--- src/rtl/i2c_master_core_if.sv ---
// Bundle of command, FIFO and open-drain line signals between the I2C engine and its neighbours.
// No logic inside; timing is owned by the master and its partners.
// Flow control rides on tx_empty/rx_full levels and one-cycle tx_rd_en/rx_wr_en strobes.
interface i2c_master_core_if #(parameter int CW = 8);
    logic          cmd_start;
    logic [6:0]    slv_addr;
    logic          rw;
    logic [CW-1:0] byte_cnt;
    logic [7:0]    tx_data;
    logic          tx_empty;
    logic          tx_rd_en;
    logic [7:0]    rx_data;
    logic          rx_full;
    logic          rx_wr_en;
    logic          sda_in;
    logic          sda_oe;
    logic          scl_oe;
    logic          busy;
    logic          done;
    logic          nack_err;

    modport master (
        input  cmd_start, slv_addr, rw, byte_cnt, tx_data, tx_empty, rx_full, sda_in,
        output tx_rd_en, rx_data, rx_wr_en, sda_oe, scl_oe, busy, done, nack_err
    );

    modport slave (
        output cmd_start, slv_addr, rw, byte_cnt, tx_data, tx_empty, rx_full, sda_in,
        input  tx_rd_en, rx_data, rx_wr_en, sda_oe, scl_oe, busy, done, nack_err
    );
endinterface

--- src/rtl/i2c_master_core.sv ---
// Byte-level I2C master: pops TX FIFO bytes onto SDA/SCL, pushes received bytes into the RX FIFO.
// Each bit takes 4*QDIV PCLK cycles; START/STOP take one bit time each; a fetch adds 2 cycles.
// Empty TX FIFO or full RX FIFO stretches SCL low (clock held) until the FIFO recovers.
module i2c_master_core #(
    parameter int QDIV = 4,
    parameter int CW   = 8
) (
    input  logic              PCLK,
    input  logic              PRESETn,
    i2c_master_core_if.master bus
);
    localparam int QW = $clog2(QDIV);

    typedef enum logic [3:0] {
        IDLE, START, ADDR, ADDR_ACK, WR_FETCH, WR_BYTE, WR_ACK, RD_BYTE, RD_ACK, STOP
    } state_t;

    state_t        state, state_n;
    logic [QW-1:0] qcnt;
    logic [1:0]    quarter;
    logic [2:0]    bit_idx;
    logic [7:0]    shreg;
    logic [CW-1:0] cnt;
    logic          rw_q, ack_q, pop_pend, pushed, nack_q;
    logic [7:0]    rx_data_q;

    logic run, tick, samp, q_end;
    logic sda_oe_c, scl_oe_c, tx_rd_c, rx_wr_c, done_c;

    // The quarter counter freezes while fetching a TX byte or while the RX push is pending,
    // which is what holds SCL low during a stall.
    assign run   = (state != IDLE) && (state != WR_FETCH) && !((state == RD_ACK) && !pushed);
    assign tick  = run && (qcnt == QW'(QDIV - 1));
    assign samp  = tick && (quarter == 2'd2);
    assign q_end = tick && (quarter == 2'd3);

    // State register.
    always_ff @(posedge PCLK or negedge PRESETn) begin
        if (!PRESETn) state <= IDLE;
        else          state <= state_n;
    end

    // Next-state decode plus line and FIFO strobes for the current state/quarter.
    always_comb begin
        state_n  = state;
        sda_oe_c = 1'b0;
        scl_oe_c = 1'b0;
        tx_rd_c  = 1'b0;
        rx_wr_c  = 1'b0;
        done_c   = 1'b0;
        case (state)
            IDLE: if (bus.cmd_start) state_n = START;
            START: begin
                sda_oe_c = 1'b1;
                scl_oe_c = quarter[1];
                if (q_end) state_n = ADDR;
            end
            ADDR: begin
                sda_oe_c = ~shreg[7];
                scl_oe_c = ~quarter[1];
                if (q_end && bit_idx == 3'd7) state_n = ADDR_ACK;
            end
            ADDR_ACK: begin
                scl_oe_c = ~quarter[1];
                if (q_end) begin
                    if (ack_q || cnt == '0) state_n = STOP;
                    else if (!rw_q)         state_n = WR_FETCH;
                    else                    state_n = RD_BYTE;
                end
            end
            WR_FETCH: begin
                scl_oe_c = 1'b1;
                tx_rd_c  = !pop_pend && !bus.tx_empty;
                if (pop_pend) state_n = WR_BYTE;
            end
            WR_BYTE: begin
                sda_oe_c = ~shreg[7];
                scl_oe_c = ~quarter[1];
                if (q_end && bit_idx == 3'd7) state_n = WR_ACK;
            end
            WR_ACK: begin
                scl_oe_c = ~quarter[1];
                if (q_end) state_n = (ack_q || cnt == CW'(1)) ? STOP : WR_FETCH;
            end
            RD_BYTE: begin
                scl_oe_c = ~quarter[1];
                if (q_end && bit_idx == 3'd7) state_n = RD_ACK;
            end
            RD_ACK: begin
                scl_oe_c = ~quarter[1];
                rx_wr_c  = !pushed && !bus.rx_full;
                // ACK every byte but the last; the final byte is NACKed to end the read.
                sda_oe_c = pushed && (cnt > CW'(1));
                if (q_end) state_n = (cnt == CW'(1)) ? STOP : RD_BYTE;
            end
            STOP: begin
                sda_oe_c = (quarter != 2'd3);
                scl_oe_c = ~quarter[1];
                if (q_end) begin
                    done_c  = 1'b1;
                    state_n = IDLE;
                end
            end
            default: state_n = IDLE;
        endcase
    end

    // Quarter/bit timing, shift register, byte count and status flags.
    always_ff @(posedge PCLK or negedge PRESETn) begin
        if (!PRESETn) begin
            qcnt      <= '0;
            quarter   <= 2'd0;
            bit_idx   <= 3'd0;
            shreg     <= 8'd0;
            cnt       <= '0;
            rw_q      <= 1'b0;
            ack_q     <= 1'b0;
            pop_pend  <= 1'b0;
            pushed    <= 1'b0;
            nack_q    <= 1'b0;
            rx_data_q <= 8'd0;
        end else if (state == IDLE) begin
            qcnt     <= '0;
            quarter  <= 2'd0;
            bit_idx  <= 3'd0;
            pop_pend <= 1'b0;
            pushed   <= 1'b0;
            if (bus.cmd_start) begin
                shreg  <= {bus.slv_addr, bus.rw};
                rw_q   <= bus.rw;
                cnt    <= bus.byte_cnt;
                nack_q <= 1'b0;
            end
        end else begin
            if (tick) begin
                qcnt    <= '0;
                quarter <= quarter + 2'd1;
            end else if (run) begin
                qcnt <= qcnt + 1'b1;
            end
            case (state)
                ADDR, WR_BYTE: begin
                    if (q_end) begin
                        shreg   <= {shreg[6:0], 1'b0};
                        bit_idx <= bit_idx + 3'd1;
                    end
                end
                RD_BYTE: begin
                    if (samp) shreg <= {shreg[6:0], bus.sda_in};
                    if (q_end) begin
                        bit_idx <= bit_idx + 3'd1;
                        // Byte is complete here, so rx_data is already stable when the push fires.
                        if (bit_idx == 3'd7) rx_data_q <= shreg;
                    end
                end
                ADDR_ACK, WR_ACK: begin
                    if (samp) ack_q <= bus.sda_in;
                    if (q_end && ack_q) nack_q <= 1'b1;
                    if (q_end && !ack_q && state == WR_ACK) cnt <= cnt - 1'b1;
                end
                WR_FETCH: begin
                    if (pop_pend) begin
                        shreg    <= bus.tx_data;
                        pop_pend <= 1'b0;
                    end else if (tx_rd_c) begin
                        pop_pend <= 1'b1;
                    end
                end
                RD_ACK: begin
                    if (rx_wr_c) pushed <= 1'b1;
                    if (q_end) begin
                        pushed <= 1'b0;
                        cnt    <= cnt - 1'b1;
                    end
                end
                default: ;
            endcase
        end
    end

    assign bus.sda_oe   = sda_oe_c;
    assign bus.scl_oe   = scl_oe_c;
    assign bus.tx_rd_en = tx_rd_c;
    assign bus.rx_wr_en = rx_wr_c;
    assign bus.rx_data  = rx_data_q;
    assign bus.busy     = (state != IDLE);
    assign bus.done     = done_c;
    assign bus.nack_err = nack_q;
endmodule

--- src/flat_wrapper.sv ---
// flat-port wrapper written by rule: the top's interface ports become plain ports
module i2c_master_core_flat 
#(
    parameter int QDIV = 4,
    parameter int CW   = 8
)
  (PCLK, PRESETn, bus_cmd_start, bus_slv_addr, bus_rw, bus_byte_cnt, bus_tx_data, bus_tx_empty, bus_rx_full, bus_sda_in, bus_tx_rd_en, bus_rx_data, bus_rx_wr_en, bus_sda_oe, bus_scl_oe, bus_busy, bus_done, bus_nack_err);
  i2c_master_core_if #(.CW(CW)) bus_i ();
  input  logic PCLK;
  input  logic PRESETn;
  input wire logic [$bits(bus_i.cmd_start)-1:0] bus_cmd_start;
  input wire logic [$bits(bus_i.slv_addr)-1:0] bus_slv_addr;
  input wire logic [$bits(bus_i.rw)-1:0] bus_rw;
  input wire logic [$bits(bus_i.byte_cnt)-1:0] bus_byte_cnt;
  input wire logic [$bits(bus_i.tx_data)-1:0] bus_tx_data;
  input wire logic [$bits(bus_i.tx_empty)-1:0] bus_tx_empty;
  input wire logic [$bits(bus_i.rx_full)-1:0] bus_rx_full;
  input wire logic [$bits(bus_i.sda_in)-1:0] bus_sda_in;
  output wire logic [$bits(bus_i.tx_rd_en)-1:0] bus_tx_rd_en;
  output wire logic [$bits(bus_i.rx_data)-1:0] bus_rx_data;
  output wire logic [$bits(bus_i.rx_wr_en)-1:0] bus_rx_wr_en;
  output wire logic [$bits(bus_i.sda_oe)-1:0] bus_sda_oe;
  output wire logic [$bits(bus_i.scl_oe)-1:0] bus_scl_oe;
  output wire logic [$bits(bus_i.busy)-1:0] bus_busy;
  output wire logic [$bits(bus_i.done)-1:0] bus_done;
  output wire logic [$bits(bus_i.nack_err)-1:0] bus_nack_err;
  assign bus_i.cmd_start = bus_cmd_start;
  assign bus_i.slv_addr = bus_slv_addr;
  assign bus_i.rw = bus_rw;
  assign bus_i.byte_cnt = bus_byte_cnt;
  assign bus_i.tx_data = bus_tx_data;
  assign bus_i.tx_empty = bus_tx_empty;
  assign bus_i.rx_full = bus_rx_full;
  assign bus_i.sda_in = bus_sda_in;
  assign bus_tx_rd_en = bus_i.tx_rd_en;
  assign bus_rx_data = bus_i.rx_data;
  assign bus_rx_wr_en = bus_i.rx_wr_en;
  assign bus_sda_oe = bus_i.sda_oe;
  assign bus_scl_oe = bus_i.scl_oe;
  assign bus_busy = bus_i.busy;
  assign bus_done = bus_i.done;
  assign bus_nack_err = bus_i.nack_err;
  i2c_master_core #(.QDIV(QDIV), .CW(CW)) u_core (.PCLK(PCLK), .PRESETn(PRESETn), .bus(bus_i));
endmodule
--- config.mk ---
export PLATFORM = sky130hd
export DESIGN_NAME = i2c_master_core_flat
export DESIGN_NICKNAME = d
export VERILOG_FILES = /design/src/rtl/i2c_master_core_if.sv /design/src/rtl/i2c_master_core.sv /design/src/flat_wrapper.sv
export SDC_FILE = /design/constraint.sdc
export NUM_CORES = 1
export LEC_CHECK = 0
export BUFFER_PORTS_ARGS = -buffer_cell sky130_fd_sc_hd__buf_2
export CORE_MARGIN = 3
export CORE_UTILIZATION = 63
export CTS_BUF_LIST = sky130_fd_sc_hd__clkbuf_4
export DETAILED_ROUTE_END_ITERATION = 7
export PLACE_DENSITY = 0.95
export SYNTH_ARGS = -nofsm -noshare
export SYNTH_HDL_FRONTEND = slang
export SYNTH_SLANG_ARGS = --single-unit
--- constraint.sdc ---
create_clock -name PCLK -period 2.9 [get_ports PCLK]
set_input_delay 0.58 -clock PCLK [delete_from_list [all_inputs] [get_ports PCLK]]
set_output_delay 0.58 -clock PCLK [all_outputs]
set_load 0.02 [all_outputs]
* After elaboration in Yosys (flattened, before gate mapping)
Index checks and enable logic that the tools add are counted.
Word-level totals: register bits after elaboration 40, input bits 30, logic and storage cells 151
Cells by class: add/subtract/negate cells 4, $lt $le $gt $ge 1, equality and inequality tests 31, multiplexer cells 52, bitwise operators 3, reductions and logical operators 48
Operators with widths (count):
- 2-to-1 mux 8 bit | 9
- 2-to-1 mux 4 bit | 13
- case mux 4 bit (10 select lines) | 1
- case mux 8 bit (3 select lines) | 1
- inequality test 2 x 1 -> 1 bit (second input constant) | 9
- equality test 4 x 3 -> 1 bit (second input constant) | 4
- 2-to-1 mux 1 bit | 16
- case mux 8 bit (2 select lines) | 1
- nonzero test 2 bit | 7
- logical AND 1 bit | 13
- 2-to-1 mux 2 bit | 6
- inequality test 3 x 1 -> 1 bit (second input constant) | 4
- AND reduction 10 bit | 1
- 2-to-1 mux 3 bit | 3
- nonzero test 3 bit | 3
- equality test 4 x 2 -> 1 bit (second input constant) | 2
- equality test 4 bit (second input constant) | 2
- equality test 8 x 1 -> 1 bit (second input constant) | 1
- greater-than comparator 8 x 1 -> 1 bit (second input constant) | 1
- logical NOT 8 bit | 1
- AND reduction 4 bit | 2
- nonzero test 4 bit | 2
- subtractor 8 x 1 -> 8 bit (second input constant) | 1
- OR reduction 7 bit | 1
- 19 further kinds | 35

* Longest topological paths before layout
depth after elaboration 11, gate-level depth with buffers 8, gate-level depth less buffers 7

* Worst setup path before layout
No wires, ideal clock.
path kind register to output, start point register u_core.state[0], end point output port bus_sda_oe, arrival time 1720 ps, setup slack 600 ps, stages on the path, launching flop included 7, path buffers 2, cells stage by stage dfrtp_1 buf_4 buf_6 or3_1 a21oi_1 nor2_1 o21ai_0
On the way: cells in the longest elaborated chain, start to end 3, elaborated cells between the ends (all ways) 7
RTL lines:
- from (decl) | RTL line i2c_master_core.sv:18 | state_t state, state_n;
- from (signal assigned) | RTL line i2c_master_core.sv:40 | else state <= state_n;
- equality test 4 x 2 -> 1 bit / equality test 4 x 3 -> 1 bit (equally long branches) | RTL line i2c_master_core.sv:51 | case (state)
- OR reduction 2 bit (no line)
- case mux 1 bit (4 select lines) (*) | RTL line i2c_master_core.sv:51
- to (decl) | RTL line flat_wrapper.sv:22 | output wire logic [$bits(bus_i.sda_oe)-1:0] bus_sda_oe;
Mark *: on every way between the ends. The rest lies on a longest branch, timed or not.

* Worst setup path after layout
start point register u_core.state[1], end point output port bus_done
On the way: cells in the longest elaborated chain, start to end 8, elaborated cells between the ends (all ways) 12
RTL lines:
- equality test 4 bit | RTL line i2c_master_core.sv:32 | assign run = (state != IDLE) && (state != WR_FETCH) && !((state == RD_ACK) && !pushed);
- logical AND 1 bit | RTL line i2c_master_core.sv:32
- logical NOT 1 bit | RTL line i2c_master_core.sv:32
- logical AND 1 bit | RTL line i2c_master_core.sv:32
- logical AND 1 bit | RTL line i2c_master_core.sv:33 | assign tick = run && (qcnt == QW'(QDIV - 1));
- logical AND 1 bit | RTL line i2c_master_core.sv:35 | assign q_end = tick && (quarter == 2'd3);
- 2-to-1 mux 1 bit | RTL line i2c_master_core.sv:99 | if (q_end) begin
- 2-to-1 mux 1 bit (*) | RTL line i2c_master_core.sv:51
- to (decl) | RTL line flat_wrapper.sv:25 | output wire logic [$bits(bus_i.done)-1:0] bus_done;
Marked as above.

==> results.json <==
{
  "critPathCapture": "bus_done",
  "critPathLaunchType": "flop",
  "wire_per_inst_um": 17.9,
  "finalHoldViolCount": 0,
  "fin_skew_ns": 0.0206,
  "seq_power_share_pct": 31.7,
  "grt_antenna_before_repair": 0,
  "status": "finished, final reports clean",
  "rsz0062_at_grt": "no",
  "syn_inst": 284,
  "ys_types": 57,
  "root_buffer": "clkbuf_4",
  "portBuffers": 44,
  "dp_worst_setup_slack_ns": 0.527,
  "synth_compound_area_share_pct": 20.8,
  "antenna_cells": 0,
  "synthMuxAreaShare_pct": 12.6,
  "insertion_delay_ns": 0.37,
  "yosysTopAreaCell": "dfrtp_1",
  "drtPass1Iterations": 5,
  "synth_adder_area_share_pct": 3.72,
  "h-tree-depth": 2,
  "postLayoutCellArea_mm2": 0.00296,
  "period_minus_slack_ns": 2.75,
  "io_pins": 45,
  "relSlewSlack_pct": 40.1,
  "ys_warn_count": 0,
  "drv_cap": 0,
  "synth_top_area_share_pct": 38.2,
  "synth_most_common_cell": "dfrtp_1",
  "rows": 22,
  "path_max_fanout": 15,
  "swShare_pct": 46.9,
  "nFillCells": 263,
  "grtUsageTotal_pct": 27.1,
  "synth_nets": 321,
  "netlist_area_mm2": 0.00262,
  "synthToLayoutAreaGrowth_pct": 12.8,
  "fin_ws_ns": 0.146,
  "postCtsHoldBufs": 0,
  "synth_common_cells": "dfrtp_1, nand2_1, o21ai_0",
  "tightest_slew_ns": 0.899,
  "grt_overflow": 0,
  "finalMaxSlewViolations": 0,
  "crit_arrival_ns": 2.17,
  "r2r-start": "u_core.state[1]",
  "p_per_area_mw_per_mm2": 1100,
  "r2r_setup_slack_ns": 0.40,
  "placed_area_mm2": 0.00285,
  "crit_type": "flop to output pin",
  "synth-xor-area-share_pct": 0.334,
  "setup_tns_ns": 0,
  "avgSynthCellArea_um2": 9.23,
  "cts_tree": "built",
  "die-area_mm2": 0.00497,
  "num_vias": 2426,
  "p_leak_nw": 1.35,
  "clockPowerShare_pct": 14.2,
  "totalPowerFinal_mw": 3.24,
  "die_x_um": 70.5,
  "synthArstFlopShare_pct": 100,
  "die_h_um": 70.5,
  "nets": 362,
  "ir_worst_vdd_v": 0.000715,
  "seq_area_frac_synth_pct": 38.2,
  "clk_pin_slew_ns": 0.14,
  "comb_power_share_pct": 54.1,
  "synthSimpleGateAreaFrac_pct": 19.1,
  "grt_start_max_net_pins": 41,
  "drc": 0,
  "cts_buffers": 5,
  "clk_path_buf_depth": 2,
  "yosys-top-cells-area": "dfrtp_1, o21ai_0, mux2_2",
  "r2r-end": "u_core.state[0]",
  "ys_ff_latch": 40,
  "crit_path_end_kind": "output pin",
  "hpwl_um": 4810,
  "p_int_mw": 1.72,
  "drive_gt1_share_pct": 25.2,
  "rr_worst_depth": 6,
  "wl_um": 6690,
  "place.gp.congestion": 0.920,
  "drt_iter0_drc": 340,
  "setup_viol": 0,
  "p_switching_mw": 1.52,
  "grt_pass1_wl_um": 10900,
  "drtAntennaViolNets": 0,
  "core_mm2": 0.00383,
  "final.period_utilization_pct": 95.0,
  "multi_input_area_mm2": 0.00149,
  "critical_path_required_ns": 2.32,
  "cts.sinks": 40,
  "hold_class": "input port to asynchronous set/reset pin",
  "vias_per_cell": 6.50,
  "fmax_ghz": 0.363,
  "startpoint": "u_core.state[1]",
  "synth_edf_count": 0,
  "synth_top_family_by_area": "compound AO/OA/AOI/OAI gates",
  "cts_setup_buffers": 0,
  "ys.flop_type": "dfrtp_1",
  "grt_pass1_vias": 2262,
  "seqCellArea_mm2": 0.00100,
  "start_util_pct": 68.5
}
## registers in the layout, summed over array words and instances, names as in the netlist
name / count
u_core.rw_q: 1
u_core.state: 4
u_core.ack_q: 1
u_core.cnt: 8
u_core.pop_pend: 1
u_core.pushed: 1
u_core.bus.rx_data: 8
u_core.shreg: 8
u_core.qcnt: 2
u_core.quarter: 2
u_core.bus.nack_err: 1
u_core.bit_idx: 3
## routing by layer
metal	wire length [um]	GRT usage [%]	vias up	part of all wire, %
li1	-	-	1126	-
met1	2710	36.7	1136	41
met2	3240	44.7	143	48
met3	586	5.18	21	8.8
met4	143	7.23	0	2.1
met5	0	0	-	0
## cell families (layout without fill, tap and decap cells)
| family | Yosys count | count (layout) |
|---|---|---|
| DFF | 40 | 40 |
| AOI/OAI and AO/OA | 81 | 81 |
| and+or+nand+nor | 98 | 98 |
| buffers and inverters | 26 | 67 |
| xor gates and xnor gates | 1 | 1 |
| adders and majority gates | 8 | 8 |
| muxes | 30 | 30 |
## area by class of cell
class	instances	share of cell area [%]
Clock inverter	2	2.03
Sequential cell	40	33.8
Inverter	9	1.14
Clock buffer	5	1.27
Timing Repair Buffer	51	9.22
Tap cell	48	2.03
Multi-Input combinational cell	218	50.5
## cells in the final DEF (no fill, tap or decap), types with 5 or more instances in the layout
cell / netlist / layout
mux2_2: 12 / 12
a21oi_1: 15 / 15
inv_1: 8 / 8
dfrtp_1: 40 / 40
buf_2: 9 / 44
nand2b_1: 7 / 7
nor2_1: 14 / 14
mux2i_1: 8 / 8
or3_1: 5 / 5
o21ai_0: 27 / 27
clkbuf_4: 0 / 5
ha_1: 7 / 7
buf_4: 2 / 7
nor3_1: 6 / 6
mux2_1: 9 / 9
nand2_1: 35 / 35
nand3_1: 12 / 12
## worst min-delay path by stage
stage | startpoint | end | cells after the start
floorplan | PRESETn | u_core.ack_q | 0
global placement | u_core.bus.rx_data[7] | u_core.bus.rx_data[7] | 1
detailed placement | u_core.bus.rx_data[6] | u_core.bus.rx_data[6] | 1
CTS | PRESETn | u_core.quarter[1] | 1
global route | PRESETn | u_core.quarter[1] | 1
finish | PRESETn | u_core.pushed | 1
## through the flow
step                      utilization (%)  cells  hold slack, ns
after floorplan                         -    284           0.284
after global placement               74.5    366           0.484
after detailed placement             74.5    366           0.491
after CTS                            77.0    373           0.340
after global routing                 77.3    373           0.383
final                                77.3    373           0.310
## power groups by stage
stage	clock, mW	combinational, mW	sequential, mW
2_1_floorplan	0	1.43	0.885
3_3_place_gp	0	1.62	1.00
3_5_place_dp	0	1.70	1.02
4_1_cts	0.458	1.72	1.01
5_1_grt	0.480	1.93	1.05
6_report	0.461	1.75	1.03
## what timing repair did
item / CTS / global route
endpoints found under the setup margin: 0 / 1
resized for setup: 0 / 2
hold endpoints to repair: 0 / 0
## critical path: stages (launching register included)
cell,delay [ns]
dfrtp_1,0.55
buf_4,0.25
nor2_1,0.47
a21o_1,0.29
nor3_1,0.07
buf_2,0.16
No activity file was read; power rests on OpenSTA's default activity.
